<file path="src/rtl/ebi_ram_arbiter.sv">
// rtl/ebi_ram_arbiter.sv - shares one single-port RAM between the host EBI side and an internal requester (optional IRQ: EBI_RAM_ARBITER_IRQ_EN)
module ebi_ram_arbiter #(
    parameter int DATA_WIDTH   = 16,
    parameter int ADDR_WIDTH   = 5,
    parameter int STARVE_LIMIT = 4
) (
    input  logic                  clk_i,
    input  logic                  reset_i,
    input  logic                  host_req_i,
    input  logic                  host_we_i,
    input  logic [ADDR_WIDTH-1:0] host_addr_i,
    input  logic [DATA_WIDTH-1:0] host_data_i,
    output logic                  host_ack_o,
    output logic [DATA_WIDTH-1:0] host_data_o,
    input  logic                  int_req_i,
    input  logic                  int_we_i,
    input  logic [ADDR_WIDTH-1:0] int_addr_i,
    input  logic [DATA_WIDTH-1:0] int_data_i,
    output logic                  int_ack_o,
    output logic [DATA_WIDTH-1:0] int_data_o,
    output logic                  ram_rd_o,
    output logic                  ram_wr_o,
    output logic [ADDR_WIDTH-1:0] ram_addr_o,
    output logic [DATA_WIDTH-1:0] ram_data_o,
    input  logic [DATA_WIDTH-1:0] ram_data_i,
    output logic                  busy_o,
    output logic                  irq_o
);

    localparam int CNT_W = $clog2(STARVE_LIMIT + 1);
    localparam logic [CNT_W-1:0] CNT_MAX = CNT_W'(STARVE_LIMIT);

    typedef enum logic [1:0] {
        IDLE  = 2'd0,
        ISSUE = 2'd1,
        WAIT  = 2'd2,
        ACK   = 2'd3
    } state_t;

    state_t           state;
    logic             win_int;     // latched winner: 1 = internal, 0 = host
    logic             lat_we;      // latched direction of the current transaction
    logic [CNT_W-1:0] starve_cnt;  // host grants made while the internal side waited

    logic             any_req;
    logic             pick_int;
    logic             sel_we;
    logic [ADDR_WIDTH-1:0] sel_addr;
    logic [DATA_WIDTH-1:0] sel_data;

    // Fixed-priority pick: host first, unless the internal side has waited out its budget
    always_comb begin
        any_req  = host_req_i | int_req_i;
        pick_int = 1'b0;
        if (int_req_i && (!host_req_i || (starve_cnt == CNT_MAX))) begin
            pick_int = 1'b1;
        end
        sel_we   = pick_int ? int_we_i   : host_we_i;
        sel_addr = pick_int ? int_addr_i : host_addr_i;
        sel_data = pick_int ? int_data_i : host_data_i;
    end

    // Transaction sequencer; every output is a register so the RAM pins stay glitch-free
    always_ff @(posedge clk_i or posedge reset_i) begin
        if (reset_i) begin
            state       <= IDLE;
            win_int     <= 1'b0;
            lat_we      <= 1'b0;
            starve_cnt  <= '0;
            host_ack_o  <= 1'b0;
            int_ack_o   <= 1'b0;
            host_data_o <= '0;
            int_data_o  <= '0;
            ram_rd_o    <= 1'b0;
            ram_wr_o    <= 1'b0;
            ram_addr_o  <= '0;
            ram_data_o  <= '0;
            busy_o      <= 1'b0;
        end else begin
            // acks and strobes are single-cycle unless a state below raises them
            host_ack_o <= 1'b0;
            int_ack_o  <= 1'b0;
            ram_rd_o   <= 1'b0;
            ram_wr_o   <= 1'b0;
            case (state)
                IDLE: begin
                    if (any_req) begin
                        win_int    <= pick_int;
                        lat_we     <= sel_we;
                        ram_addr_o <= sel_addr;
                        ram_data_o <= sel_data;
                        ram_wr_o   <= sel_we;
                        ram_rd_o   <= ~sel_we;
                        busy_o     <= 1'b1;
                        state      <= ISSUE;
                        if (pick_int) begin
                            starve_cnt <= '0;
                        end else if (int_req_i && (starve_cnt != CNT_MAX)) begin
                            starve_cnt <= starve_cnt + CNT_W'(1);
                        end
                    end
                end
                ISSUE: begin
                    if (lat_we) begin
                        // writes complete as soon as the strobe has been presented
                        state <= ACK;
                        if (win_int) begin
                            int_ack_o <= 1'b1;
                        end else begin
                            host_ack_o <= 1'b1;
                        end
                    end else begin
                        state <= WAIT;
                    end
                end
                WAIT: begin
                    // RAM read data is valid now; only the winner's register moves
                    state <= ACK;
                    if (win_int) begin
                        int_data_o <= ram_data_i;
                        int_ack_o  <= 1'b1;
                    end else begin
                        host_data_o <= ram_data_i;
                        host_ack_o  <= 1'b1;
                    end
                end
                ACK: begin
                    // always return through IDLE so a held request is re-arbitrated
                    state  <= IDLE;
                    busy_o <= 1'b0;
                end
                default: begin
                    state  <= IDLE;
                    busy_o <= 1'b0;
                end
            endcase
        end
    end

`ifdef EBI_RAM_ARBITER_IRQ_EN
    logic irq_q;
    logic ack_next;

    // The edge that raises an ack is the one entering ACK
    always_comb begin
        ack_next = ((state == ISSUE) && lat_we) || (state == WAIT);
    end

    // Sticky flag: internal writes set it, host accesses clear it, set has priority
    always_ff @(posedge clk_i or posedge reset_i) begin
        if (reset_i) begin
            irq_q <= 1'b0;
        end else if (ack_next) begin
            if (win_int && lat_we) begin
                irq_q <= 1'b1;
            end else if (!win_int) begin
                irq_q <= 1'b0;
            end
        end
    end

    assign irq_o = irq_q;
`else
    assign irq_o = 1'b0;
`endif

endmodule

</file>
<file path="config.mk">
export PLATFORM = sky130hd
export DESIGN_NAME = ebi_ram_arbiter
export DESIGN_NICKNAME = d
export VERILOG_FILES = /design/src/rtl/ebi_ram_arbiter.sv
export SDC_FILE = /design/constraint.sdc
export NUM_CORES = 1
export LEC_CHECK = 0
export CELL_PAD_IN_SITES_DETAIL_PLACEMENT = 0
export CELL_PAD_IN_SITES_GLOBAL_PLACEMENT = 1
export CORE_MARGIN = 4
export CORE_UTILIZATION = 34
export CTS_CLUSTER_DIAMETER = 80
export DETAILED_ROUTE_END_ITERATION = 7
export GPL_TIMING_DRIVEN = 1
export MAX_ROUTING_LAYER = met4
export PLACE_DENSITY_LB_ADDON = 0.1
export SLEW_MARGIN = 25
export SYNTH_ARGS = -nofsm -noshare
export SYNTH_HDL_FRONTEND = slang
export SYNTH_SLANG_ARGS = --single-unit
</file>
<file path="constraint.sdc">
create_clock -name clk_i -period 3.6 [get_ports clk_i]
set_input_delay 0.72 -clock clk_i [delete_from_list [all_inputs] [get_ports clk_i]]
set_output_delay 0.72 -clock clk_i [all_outputs]
set_load 0.02 [all_outputs]
</file>
==> results of run 1 <==
[per-stage QoR]
step	utilization	cells	hold WS, ns	power [mW]	setup slack (ns)
after floorplan	-	250	0.4638	2.385	1.254
after global placement	0.5060	464	0.4777	3.265	1.036
after detailed placement	0.5060	464	0.4856	3.291	0.9661
after CTS	0.5300	480	0.5010	3.920	1.329
after global routing	0.5300	480	0.5239	4.112	1.192
final	0.5300	480	0.4999	3.864	1.361
[power groups by stage]
stage	Sequential, mW	Clock, mW	Combinational (mW)
after detailed placement	1.29	0	2.00
after global placement	1.29	0	1.98
after global routing	1.32	0.658	2.14
after CTS	1.28	0.637	2.00
after floorplan	1.67	0	0.719
final	1.27	0.618	1.97
[worst paths after layout]
path | start | slack, ns | to | cells after the start
min in group asynchronous | reset_i | 0.83 | int_data_o[0]$_DFFE_PP0N_ | 2
max reg2reg | state[1]$_DFFE_PP0P_ | 1.53 | ram_data_o[8]$_DFFE_PP0P_ | 5
min reg2reg | ram_data_o[3]$_DFFE_PP0P_ | 0.50 | ram_data_o[3]$_DFFE_PP0P_ | 2
max in group asynchronous | reset_i | 2.06 | ram_data_o[7]$_DFFE_PP0P_ | 3
min | ram_data_o[3]$_DFFE_PP0P_ | 0.50 | ram_data_o[3]$_DFFE_PP0P_ | 2
max | host_req_i | 1.36 | ram_data_o[8]$_DFFE_PP0P_ | 4
[cells by family after synthesis]
| kind of cell | after synthesis | synth area share |
|---|---|---|
| AOI/OAI and AO/OA | 39 | 0.09503 |
| adders and majority gates | 6 | 0.02640 |
| buffers and inverters | 24 | 0.04223 |
| DFF | 65 | 0.5719 |
| muxes | 32 | 0.1267 |
| other | 1 | 0.001319 |
| and+or+nand+nor | 83 | 0.1364 |
[sequential cells by signal (all words and copies together), names as in the netlist]
name,flops
int_ack_o,1
win_int,1
state,2
busy_o,1
starve_cnt,3
ram_wr_o,1
ram_rd_o,1
host_data_o,16
host_ack_o,1
ram_addr_o,5
ram_data_o,16
lat_we,1
int_data_o,16
[final cells by class]
| cell class | instances | share of cell area |
|---|---|---|
| clock buffers | 11 | 0.03263 |
| multi-input cells | 161 | 0.2547 |
| flip-flops and latches | 65 | 0.3754 |
| repair buffers | 126 | 0.2882 |
| inverters | 7 | 0.006064 |
| well taps | 105 | 0.03032 |
| clock inverters | 5 | 0.01271 |
[cells in the mapped netlist, drive strengths merged (5+ instances only)]
cell type / count / area, um2
dfrtp: 65 / 1627
nand2: 50 / 192.7
mux2: 32 / 360.4
nand4: 22 / 137.6
o211ai: 21 / 157.7
buf: 17 / 93.83
o21ai: 11 / 55.05
inv: 7 / 26.28
ha: 6 / 75.07
nor2: 5 / 18.77
[worst reg2reg max path: cells and delay by family (launching register included)]
kind,cells,cell delay [ns]
DFF,1,0.42
buffers and inverters,1,0.11
AOI/OAI and AO/OA,2,0.78
and+or+nand+nor,1,0.12
adders and majority gates,1,0.56
[metal layers]
| layer | global-route usage | up-vias | wire, um |
|---|---|---|---|
| li1 | - | 1126 | - |
| met1 | 0.2282 | 1111 | 3665 |
| met2 | 0.2397 | 99 | 3392 |
| met3 | 0.03366 | 5 | 470 |
| met4 | 0.06303 | 0 | 71 |
| met5 | - | - | 0 |
==> out/results.txt, run 1 <==
The number of H-tree levels was 3; the via count of the first global-routing pass was 2,437. In this run the cell area measured after placement is 0.004136 mm2. In this run, synthesis inferred 0 flip-flops with an integrated enable. Along the worst path, the maximum fanout reaches 21. TritonCTS built the clock tree. The initial standard-cell utilization of the core is 0.3479, and the proportion of synthesized chip area in sequential cells is 0.5719. The switching power total came out at 1.460 mW. The share of final-layout standard cells stronger than drive strength 1 is 0.1627. STA classifies the critical path startpoint as a primary input. Summed over all layers, the global routing overflow is 0. Total clock sinks: 65. The shortest clock period the worst path allows after layout works out to 2.239 ns. The remaining routing DRC violations was 0. The combinational share of power was 0.510. The total number of placement rows was 33; the internal power component was 2.404 mW.

The run gives 0 as the total setup violations reported at the end of the flow. The total count of max-transition violations in the final report is 0. The most used flip-flop cell after synthesis is sky130_fd_sc_hd__dfrtp_1. Setup repair after global routing left no endpoint under its margin. The per-cell via count in the routed design works out to 4.877. The clock network power share came out at 0.160.

The number of antenna diodes in the final layout is 0. The worst-case IR drop observed on VDD is 0.0002841 V. After clock tree synthesis, the setup repair step added 0 buffers. The detailed router finished its first iteration with 123 violations. For the reported max-cap violation count, the log shows 0.

The overall routing resource usage is 0.1651. Dividing the detail-routed wire length by the instance count gives 15.83 um. Leaving out fill and tap cells, the most frequent cells in the layout are sky130_fd_sc_hd__clkdlybuf4s50_1 (121), sky130_fd_sc_hd__dfrtp_1 (65), sky130_fd_sc_hd__nand2_1 (48). Post-synthesis instance area: 0.002844 mm2.

Post-synthesis register bit count: 65. Routability-driven placement finished with a final weighted congestion of 0.7516. Broken down by cell family, the worst path's largest delay share belongs to simple AND/OR/NAND/NOR gates. The master of the slowest instance on the critical path is sky130_fd_sc_hd__nor2_2. The tools report the area of the core as 0.008175 mm2. The detailed-routing iteration count for the pre-antenna-repair pass is 4, and the flip-flop and latch area is 0.001627 mm2. Clock-pin slew was measured on the worst setup and hold paths at 0.07 ns.

The tools report the data arrival at the endpoint of the critical path as 2.41 ns. The number of cells produced by synthesis was 250; the maximum single-stage delay on the critical path was 0.69 ns. The count of nets left with antenna violations once routing finished came out at 0. The switching part of the total is 0.3777, and the overall die width is 99.46 um. Summing all multi-input logic gate instances after layout gives 0.001104 mm2.

The run finished with clean final reports. The logs give 0.3954 for the relative slew slack and 0 for the post-cts hold buffer count. The post-cts resize count came out at 0. During I/O placement, the number of pins put on the boundary was 123. For the count of cell types in the netlist, the log shows 29. Clock tree synthesis selected as its root buffer the cell sky130_fd_sc_hd__clkbuf_8.

The sequential power share came out at 0.330. During synthesis, Yosys emitted a total of 0 warnings. The power density over cell area came out at 891.8 mW/mm2. The worst clock skew is 0.004807 ns.

The die covers 0.009892 mm2. TritonCTS created 9 clock buffers. The final critical-path share of the clock period is 0.6221, and the number of buffers and inverters on the critical path is 1. The fraction of synthesis flops using an asynchronous set or reset pin is 1.000, and the required time at the endpoint of the critical path is 3.77 ns.

The height of the die was 99.46 um; the pin count of the biggest net entering global routing was 37. The later-pin clock latency in the skew report is 0.33 ns, and the area growth from synthesis to layout is 52.35%. Timing would allow up to 446.5 MHz.

The type of the worst setup path was primary input to flip-flop. The slew at the pin closest to its max-slew limit is 0.9059 ns, and the initial antenna violation count is 0. The longest clock path from root to sink contains 2 buffers.

The tools report the count of final hold-check violations as 0. Number of buffers inserted by port buffering: 121. The signal on the critical path passes through clkdlybuf4s50_1, a21boi_2, nor2_2, o211ai_1. The logs give 2,341 for the via count of the routed design and 320 for the synthesized netlist net count. The tools report the fill cell instance count of the final layout as 750.

The class of the tightest hold or removal check is flip-flop to flip-flop. Detailed placement finished with a half-perimeter wire length of 5387 um. After routing the design area is 0.004333 mm2.

In this run the static leakage power is 1.783 nW. After the last flow step, the layout net total stands at 440. The tools report the accumulated negative setup slack as 0 ns. The first global-routing pass estimated 12,400 um of wire.

Critical path capture point type: a flip-flop. After detailed routing, the total wire length is 7600 um. The mean cell area of the mapped netlist works out to 11.38 um2. Leaving out fill and tap cells, the most frequent cell in the layout is sky130_fd_sc_hd__clkdlybuf4s50_1.
Power figures use the tool's default switching activity.
==> run 2, diff against run 1 <==
--- a/config.mk
+++ b/config.mk
@@ -8,7 +8,7 @@
 export CELL_PAD_IN_SITES_DETAIL_PLACEMENT = 0
 export CELL_PAD_IN_SITES_GLOBAL_PLACEMENT = 1
 export CORE_MARGIN = 4
-export CORE_UTILIZATION = 34
+export CORE_UTILIZATION = 29
 export CTS_CLUSTER_DIAMETER = 80
 export DETAILED_ROUTE_END_ITERATION = 7
 export GPL_TIMING_DRIVEN = 1
==> constraint.sdc (replaced) <==
create_clock -name clk_i -period 1.9 [get_ports clk_i]
set_input_delay 0.38 -clock clk_i [delete_from_list [all_inputs] [get_ports clk_i]]
set_output_delay 0.38 -clock clk_i [all_outputs]
set_load 0.02 [all_outputs]
==> out/results.txt, run 2 (synthesized netlist as in run 1, its figures left out) <==
The flow ran to the end, and the final reports show no timing, DRC or antenna violations. Using the TritonRoute via totals, the vias-per-cell ratio works out to 4.618. The switching part of the total came out at 0.3731.

The switching power total came out at 2.779 mW. The routed layout has 2,369 vias. Across the routed clock network, the largest skew measured is 0.005753 ns. The worst-path maximum fanout works out to 2. Summing internal, switching and leakage power gives 7.449 mW. The via count of the first global-routing pass came out at 2,370. The most common cell after layout, fill and taps aside is sky130_fd_sc_hd__clkdlybuf4s50_1.

The tools report the fill cell instance count of the final layout as 922. The worst setup path is launched from a flip-flop. The required time at the endpoint of the critical path came out at 1.52 ns. From bottom edge to top edge, the die measures 107.0 um. The cell sitting at the root of the clock tree is a sky130_fd_sc_hd__clkbuf_8. Across the run, the number of max-cap violations was 0. TritonCTS built the clock tree. The die is 107.0 um wide. The shortest clock period the worst path allows after layout was 1.693 ns.

In the layout the commonest cells are sky130_fd_sc_hd__clkdlybuf4s50_1 (121), sky130_fd_sc_hd__dfrtp_1 (65), sky130_fd_sc_hd__nand2_1 (48). The slowest stage of the critical path belongs to the cell sky130_fd_sc_hd__clkdlybuf4s50_1. Class of the tightest hold or removal check: primary input to asynchronous set/reset pin. The floorplan step defined a core boundary enclosing 0.009371 mm2.

With fillers left out, the area of the finished cells amounts to 0.004502 mm2. The initial antenna violation count is 0. For this run, the slowest stage of the critical path takes 0.63 ns.

The cell leakage power was 1.847 nW; the area occupied by multi-input gates was 0.001109 mm2. The logs give 590.8 MHz for the top achievable clock speed and 0.7306 for the final estimated routing congestion in global placement. The total number of placement rows is 35. The run gives 0.156 as the clock network power share. For the relative slew slack, the log shows 0.6436.

The total overflow left after global routing is 0. The internal power component was 4.670 mW. Setup repair after global routing left no endpoint under its margin. The share of final-layout standard cells stronger than drive strength 1 came out at 0.1823. The run gives 0.3035 as the initial standard-cell utilization of the core. Buffers placed on the I/O ports in this run total 121. The slew at the pin closest to its max-slew limit is 0.5333 ns. The clock reaches the later pin of the worst-skew pair after 0.33 ns. For the detailed-routing iteration count for the pre-antenna-repair pass, the log shows 4.

Traced cell by cell, the critical path runs through clkdlybuf4s50_1. The remaining routing DRC violations is 0. The largest registers in the layout are host_data_o: 16 flops, int_data_o: 16 flops, ram_data_o: 16 flops. The data arrival at the endpoint of the critical path is 1.31 ns, and the number of nets with antenna violations after routing is 0. Final critical-path share of the clock period: 0.8908. Counting the buffers created by CTS gives 9. The clock tree synthesis step divided the H-tree into 3 levels. The run gives 0.322 as the sequential power share. Power spread over the standard cell area amounts to 1655 mW/mm2. Summing all placed instances gives a cell area of 0.004300 mm2. Among cell families on the critical path, the largest total delay comes from buffers and inverters.

The critical path capture point type is an output pin. The first routing iteration left 107 violations. Once detailed placement completed, the half-perimeter wirelength came to 5802 um. For the total count of max-transition violations in the final report, the log shows 0. The antenna diode count is 0, and the worst vdd rail ir drop is 0.0005028 V. The wire length after detailed routing is 7845 um, and the number of buffers and inverters on the critical path is 1. Dividing the detail-routed wire length by the instance count gives 15.29 um. No sink is reached through more buffers than the 2 on the longest clock path.

The flip-flop and latch area came out at 0.001627 mm2. Compared with the post-synthesis result, the final layout area differs by 58.29%. In this run the count of I/O pins placed on the die edge is 123.

For the count of final hold-check violations, the log shows 0. After clock tree synthesis, the clock-pin slew on the worst setup and hold paths is 0.07 ns. The first global-routing pass estimated 12,290 um of wire.

Setup violations remaining at the end of the flow were counted as 0. For the combinational share of power, the log shows 0.522. The final layout contains 449 nets. Entering global routing, the biggest net connects 24 pins.

For the overall routing resource usage, the log shows 0.1409. The floorplan step defined a die boundary enclosing 0.01146 mm2. The critical path in this run is classified as flip-flop to output pin. CTS saw 65 sinks.
run 2: power groups by stage:
stage | clock network, mW | registers, mW | logic [mW]
floorplan | 0 | 3.16 | 1.36
global placement | 0 | 2.42 | 3.92
detailed placement | 0 | 2.43 | 3.95
CTS | 1.21 | 2.41 | 3.95
global route | 1.28 | 2.48 | 4.17
finish | 1.17 | 2.39 | 3.89
run 2: repair_timing:
item | CTS | global route
buffers inserted | 0 | 0
hold buffers | 0 | 0
endpoints found under the setup margin | 0 | 21
gates resized for setup | 0 | 1
run 2: per-stage QoR:
step | instances | hold WS, ns | worst slack, ns | TNS (ns) | utilization
2_1_floorplan | 250 | 0.4638 | 0.4079 | 0 | -
4_1_cts | 513 | 0.3888 | 0.03963 | 0 | 0.4798
3_3_place_gp | 497 | 0.4787 | -0.1345 | -2.760 | 0.4589
5_1_grt | 513 | 0.3916 | 0.1111 | 0 | 0.4804
6_report | 513 | 0.3886 | 0.2074 | 0 | 0.4804
3_5_place_dp | 497 | 0.4871 | -0.1664 | -3.091 | 0.4589
run 2: cell type report:
class                   instances  area share
clock inverters                 5     0.01223
repair buffers                135      0.3063
flip-flops and latches         65      0.3613
multi-input cells             161      0.2462
clock buffers                  11     0.03141
inverters                       7    0.006670
well taps                     129     0.03585
run 2: routing by layer:
metal,global-route usage,vias up,part of all wire
met3,0.04214,8,0.059
met2,0.1948,98,0.43
li1,-,1140,-
met5,-,-,0
met1,0.1980,1123,0.49
met4,0.04292,0,0.013
run 2: worst paths after layout:
check                                      startpoint                         end  slack (ns)  cells past startpoint
max in group asynchronous                     reset_i  ram_data_o[15]$_DFFE_PP0P_        1.07                      3
hold / removal                                reset_i   int_data_o[4]$_DFFE_PP0N_        0.39                      2
setup reg to reg                 state[0]$_DFFE_PP0P_        state[0]$_DFFE_PP0P_        0.25                      5
setup / recovery            ram_data_o[7]$_DFFE_PP0P_               ram_data_o[7]        0.21                      1
min in group clk_i         ram_data_o[12]$_DFFE_PP0P_  ram_data_o[12]$_DFFE_PP0P_        0.49                      2
hold reg to reg            ram_data_o[12]$_DFFE_PP0P_  ram_data_o[12]$_DFFE_PP0P_        0.49                      2
